===== src/rtl/fifo_pkg.sv =====
// Shared definitions for the asynchronous FIFO and its write-side arbiter.
package fifo_pkg;

    localparam int DATA_SIZE = 8;

    typedef enum logic [0:0] {
        IDLE  = 1'b0,
        GRANT = 1'b1
    } arb_state_t;

    // Ceiling log2 with a minimum of 1 so that index fields are never zero width.
    function automatic int clog2(input int value);
        int result;
        result = 1;
        for (int i = 1; i < 31; i++) begin
            if ((1 << i) < value) begin
                result = i + 1;
            end
        end
        return result;
    endfunction

endpackage


===== src/rtl/fifo_write_arbiter_picker.sv =====
// Round-robin rotate-and-find-first: the first set request strictly after last_grant, wrapping.
module rr_priority_picker
    import fifo_pkg::*;
#(
    parameter  int num_req  = 4,
    localparam int id_width = clog2(num_req)
) (
    input  logic [num_req-1:0]  req,
    input  logic [id_width-1:0] last_grant,
    output logic                found,
    output logic [id_width-1:0] index
);

    // Walk offsets from farthest to nearest so the nearest set request after last_grant wins.
    always_comb begin
        int candidate;
        candidate = 0;
        found     = 1'b0;
        index     = '0;
        for (int offset = num_req; offset >= 1; offset--) begin
            candidate = int'(last_grant) + offset;
            if (candidate >= num_req) begin
                candidate = candidate - num_req;
            end
            if (req[candidate[id_width-1:0]]) begin
                found = 1'b1;
                index = candidate[id_width-1:0];
            end
        end
    end

endmodule


===== src/rtl/fifo_write_arbiter.sv =====
// Round-robin arbiter sharing the FIFO write port between several write-domain producers.
module fifo_write_arbiter
    import fifo_pkg::*;
#(
    parameter  int num_req   = 4,
    parameter  int data_size = DATA_SIZE,
    parameter  int burst_max = 4,
    localparam int id_width  = clog2(num_req),
    localparam int cnt_width = clog2(burst_max + 1)
) (
    input  logic                           write_clk,
    input  logic                           write_rst,
    input  logic [num_req-1:0]             req_valid,
    input  logic [num_req*data_size-1:0]   req_data,
    output logic [num_req-1:0]             req_ready,
    input  logic                           fifo_full,
    output logic                           write_en,
    output logic [data_size-1:0]           write_data,
    output logic                           grant_valid,
    output logic [id_width-1:0]            grant_id
);

    arb_state_t            state;
    arb_state_t            state_next;
    logic                  grant_valid_next;
    logic [id_width-1:0]   grant_id_next;
    logic [cnt_width-1:0]  burst_cnt;
    logic [cnt_width-1:0]  burst_cnt_next;
    logic [id_width-1:0]   last_grant;
    logic [id_width-1:0]   last_grant_next;
    logic                  pick_found;
    logic [id_width-1:0]   pick_index;
    logic                  accept;

    rr_priority_picker #(
        .num_req (num_req)
    ) picker (
        .req        (req_valid),
        .last_grant (last_grant),
        .found      (pick_found),
        .index      (pick_index)
    );

    // State register; reset leaves last_grant at the top index so requester 0 is served first.
    always_ff @(posedge write_clk) begin
        if (write_rst) begin
            state       <= IDLE;
            grant_valid <= 1'b0;
            grant_id    <= '0;
            burst_cnt   <= '0;
            last_grant  <= id_width'(num_req - 1);
        end else begin
            state       <= state_next;
            grant_valid <= grant_valid_next;
            grant_id    <= grant_id_next;
            burst_cnt   <= burst_cnt_next;
            last_grant  <= last_grant_next;
        end
    end

    // Next-state and zero-latency write path; no handshake is offered while reset is asserted.
    always_comb begin
        state_next       = state;
        grant_valid_next = grant_valid;
        grant_id_next    = grant_id;
        burst_cnt_next   = burst_cnt;
        last_grant_next  = last_grant;
        req_ready        = '0;
        write_en         = 1'b0;
        write_data       = '0;
        accept           = 1'b0;

        case (state)
            IDLE: begin
                if (pick_found) begin
                    grant_id_next    = pick_index;
                    grant_valid_next = 1'b1;
                    burst_cnt_next   = '0;
                    state_next       = GRANT;
                end
            end
            GRANT: begin
                if (!fifo_full && !write_rst) begin
                    req_ready[grant_id] = 1'b1;
                end
                accept   = req_valid[grant_id] && req_ready[grant_id];
                write_en = accept;
                if (accept) begin
                    write_data     = req_data[int'(grant_id)*data_size +: data_size];
                    burst_cnt_next = burst_cnt + cnt_width'(1);
                end
                if ((accept && (burst_cnt == cnt_width'(burst_max - 1))) ||
                    (!req_valid[grant_id] && !fifo_full)) begin
                    last_grant_next  = grant_id;
                    grant_valid_next = 1'b0;
                    grant_id_next    = '0;
                    burst_cnt_next   = '0;
                    state_next       = IDLE;
                end
            end
            default: begin
                state_next = IDLE;
            end
        endcase
    end

endmodule


===== config.mk =====
export PLATFORM = sky130hd
export DESIGN_NAME = fifo_write_arbiter
export DESIGN_NICKNAME = d
export VERILOG_FILES = /design/src/rtl/fifo_pkg.sv /design/src/rtl/fifo_write_arbiter_picker.sv /design/src/rtl/fifo_write_arbiter.sv
export SDC_FILE = /design/constraint.sdc
export NUM_CORES = 1
export LEC_CHECK = 0
export ABC_CLOCK_PERIOD_IN_PS = 4500
export CORE_ASPECT_RATIO = 1.1
export CORE_MARGIN = 2
export CORE_UTILIZATION = 40
export CTS_BUF_LIST = sky130_fd_sc_hd__clkbuf_2
export DETAILED_ROUTE_END_ITERATION = 16
export GPL_TIMING_DRIVEN = 0
export HOLD_SLACK_MARGIN = 0.05
export PLACE_DENSITY = 0.87
export RECOVER_POWER = 50
export SYNTH_ARGS = -nofsm -noshare
export SYNTH_HDL_FRONTEND = slang
export SYNTH_SLANG_ARGS = --single-unit

===== constraint.sdc =====
create_clock -name write_clk -period 4.5 [get_ports write_clk]
set_input_delay 0.9 -clock write_clk [delete_from_list [all_inputs] [get_ports write_clk]]
set_output_delay 0.9 -clock write_clk [all_outputs]
set_load 0.01 [all_outputs]

==> impl_metrics.toml <==
[synthesis]
ys_ff_latch = 9
yosysTopAreaCell = "dfxtp_1"
synth_edf_count = 0
syn-cell-area_um2 = 848
synth_area_per_cell_um2 = 9.43
synth_top_cells_by_count = "and3_1, dfxtp_1, nor2_1"
yosys_most_used_dff = "dfxtp_1"
async_flop_share = 0
postSynthCellCount = 90
ys_warn_count = 0
syn_nets = 131
synth_top_area_share = 0.212
synth.top_cells.by_area = "dfxtp_1, mux4_2, mux4_1"
yosysUniqueCellTypes = 27
yosysSeqAreaShare = 0.212

[timing]
relSlewSlack = 0.608
finalSetupViolations = 0
clock_skew_ns = 0.00508
period_needed_ns = 3.86
tns_ns = 0
max_freq_mhz = 259
hold_viol = 0
finalCritPeriodShare = 0.857
rsz0062_at_grt = "no"
worstMarginPinSlew_ns = 0.588
slew_violations = 0

[detailed_routing]
drc = 0
antenna_left = 0
drt-initial-drc-count = 27
wl_um = 2740
drtPass1Iterations = 5
drt-vias-per-instance = 5.59
vias = 984
wl_per_cell_um = 15.5

[global_routing]
grt_overflow_total = 0
grt_pass1_wl_um = 4030
grt_max_degree = 11
antenna_found_initial = 0
grt_usage = 0.223
grt_pass1_vias = 898

[power_and_ir_drop]
switching_share = 0.296
power_density_nw_per_um2 = 178
p_seq_frac = 0.373
power.leakage_nw = 0.571
p_sw_mw = 0.0747
vdd_drop_max_uv = 148
p_comb_frac = 0.421
pwr-share-clk = 0.206
internal_power_mw = 0.177

[worst_setup_path]
crit_path_start_kind = "primary input"
r2r_end = "burst_cnt[1]"
cp.required_ns = 3.60
path_class = "in -> out"
cp_cell_sequence = "dlygate4sd3_1, mux4_2, clkbuf_1, and3_1, clkdlybuf4s50_1"
critPathTopFamily = "buffers and inverters"
r2r_slack_ns = 2.59
cpPeakStageDelay_ns = 0.62
crit_path_end_kind = "output port"
cp_slowest_cell = "dlygate4sd3_1"
r2r_cells = 6
cp_data_arrival_time_ns = 2.96
crit_fanout = 10
crit_buf_inv = 3
r2r_start = "grant_id[0]"

[clock_network]
cts.sinks = 9
htreeDepth = 1
cts.reportedPaths.clkPinSlew_ns = 0.08
holdBufCountCts = 0
clk_latency_ns = 0.25
cts.repair.resized = 0
cts_root_buf = "clkbuf_2"
cts_buffers = 3
cts_tree = "yes"
ctsLongestPathBuffers = 2
post_cts.repair.setup_buffers = 0

[cells_and_area]
finalInstanceArea_um2 = 1410
final_cells = 176
fillers = 165
fin_nets = 190
drive_above_1_share = 0.0743
num_antenna_cells = 0
final_core_util = 0.706
area_growth_pct = 66.4

[min_path]
hp-class = "reg -> reg"
whs_path_depth = 1
min-delay-start = "burst_cnt[0]"
hold_path_end = "burst_cnt[0]"

[placed_design]
dp_hpwl_um = 2190
port_buffers = 54
dp_cells = 172
dpl_cell_area_um2 = 1420
gp_congestion = 0.792

[run]
maxCapViolCount = 0

[floorplanning]
num_rows = 17
die_h_um = 52.3
fp.dieW_um = 47.9
initial_core_util = 0.424
die_area_um2 = 2510
boundaryPins = 55
coreArea_um2 = 2000

[run_status]
status = "complete, no violations"
[per-layer routing]
metal	track usage	wire length, µm	up-vias
met4	0.0901	51	0
met2	0.373	1230	64
met1	0.260	1110	453
met5	0	0	-
met3	0.0586	344	9
li1	-	-	458
[final cells by class]
type	instances	area, µm²	share of cell area
multi-input cells	70	587	0.416
well taps	28	35.0	0.0248
flip-flops and latches	9	180	0.128
clock buffers	4	20.0	0.0142
inverters	5	18.8	0.0133
plain buffers	6	30.0	0.0213
repair buffers	54	541	0.383
[power by group through the flow]
stage | clock network [mW] | logic (mW) | registers [mW]
after floorplan | 0 | 0.0565 | 0.0952
after global placement | 0 | 0.109 | 0.0951
after detailed placement | 0 | 0.112 | 0.0957
after CTS | 0.0527 | 0.113 | 0.0939
after global routing | 0.0557 | 0.115 | 0.0950
final | 0.0519 | 0.106 | 0.0940
[cell families (layout without fill, tap and decap cells)]
logic type,count (synthesis),count (layout),share of synthesized area
compound gates,17,17,0.147
fa+ha+maj,2,2,0.0295
buf+inv,11,69,0.0664
flops,9,9,0.212
mux,12,12,0.292
simple gates,39,39,0.252
[metrics by stage]
step / hold WS (ns) / power [mW] / setup slack, ns
floorplan: 0.424 / 0.152 / 1.81
global placement: 0.441 / 0.204 / 0.743
detailed placement: 0.451 / 0.208 / 0.679
CTS: 0.471 / 0.260 / 0.673
global route: 0.490 / 0.266 / 0.557
finish: 0.471 / 0.252 / 0.642
[state kept, by name, indices dropped and copies added (netlist names)]
| register | cells |
|---|---|
| burst_cnt | 3 |
| grant_id | 2 |
| last_grant | 2 |
| grant_valid | 1 |
| state | 1 |
[worst max path at each step]
stage / start / end / slack, ns / cells past startpoint
2_1_floorplan: fifo_full / req_ready[2] / 1.81 / 5
3_3_place_gp: fifo_full / write_data[3] / 0.74 / 6
3_5_place_dp: fifo_full / write_data[5] / 0.68 / 6
4_1_cts: fifo_full / write_data[5] / 0.67 / 6
5_1_grt: req_valid[3] / write_data[3] / 0.56 / 5
6_report: req_valid[3] / write_data[5] / 0.64 / 5
[cells in the final DEF, fill, tap and decap left out, types with 5 or more instances in the layout]
cell type | netlist | final
inv_1 | 5 | 5
mux4_2 | 5 | 5
clkbuf_1 | 4 | 5
nand2b_1 | 5 | 5
nor2_1 | 8 | 9
dfxtp_1 | 9 | 9
a21oi_1 | 4 | 6
and3_1 | 9 | 9
clkdlybuf4s50_1 | 0 | 50
o21ai_0 | 5 | 5
[worst reg2reg max path, cell delays in order (launching register included)]
cell	delay (ns)
dfxtp_1	0.35
buf_6	0.13
mux4_2	0.53
clkbuf_1	0.23
a21oi_1	0.26
nor2_1	0.13
mux2i_1	0.15
Power figures use the tool's default switching activity.
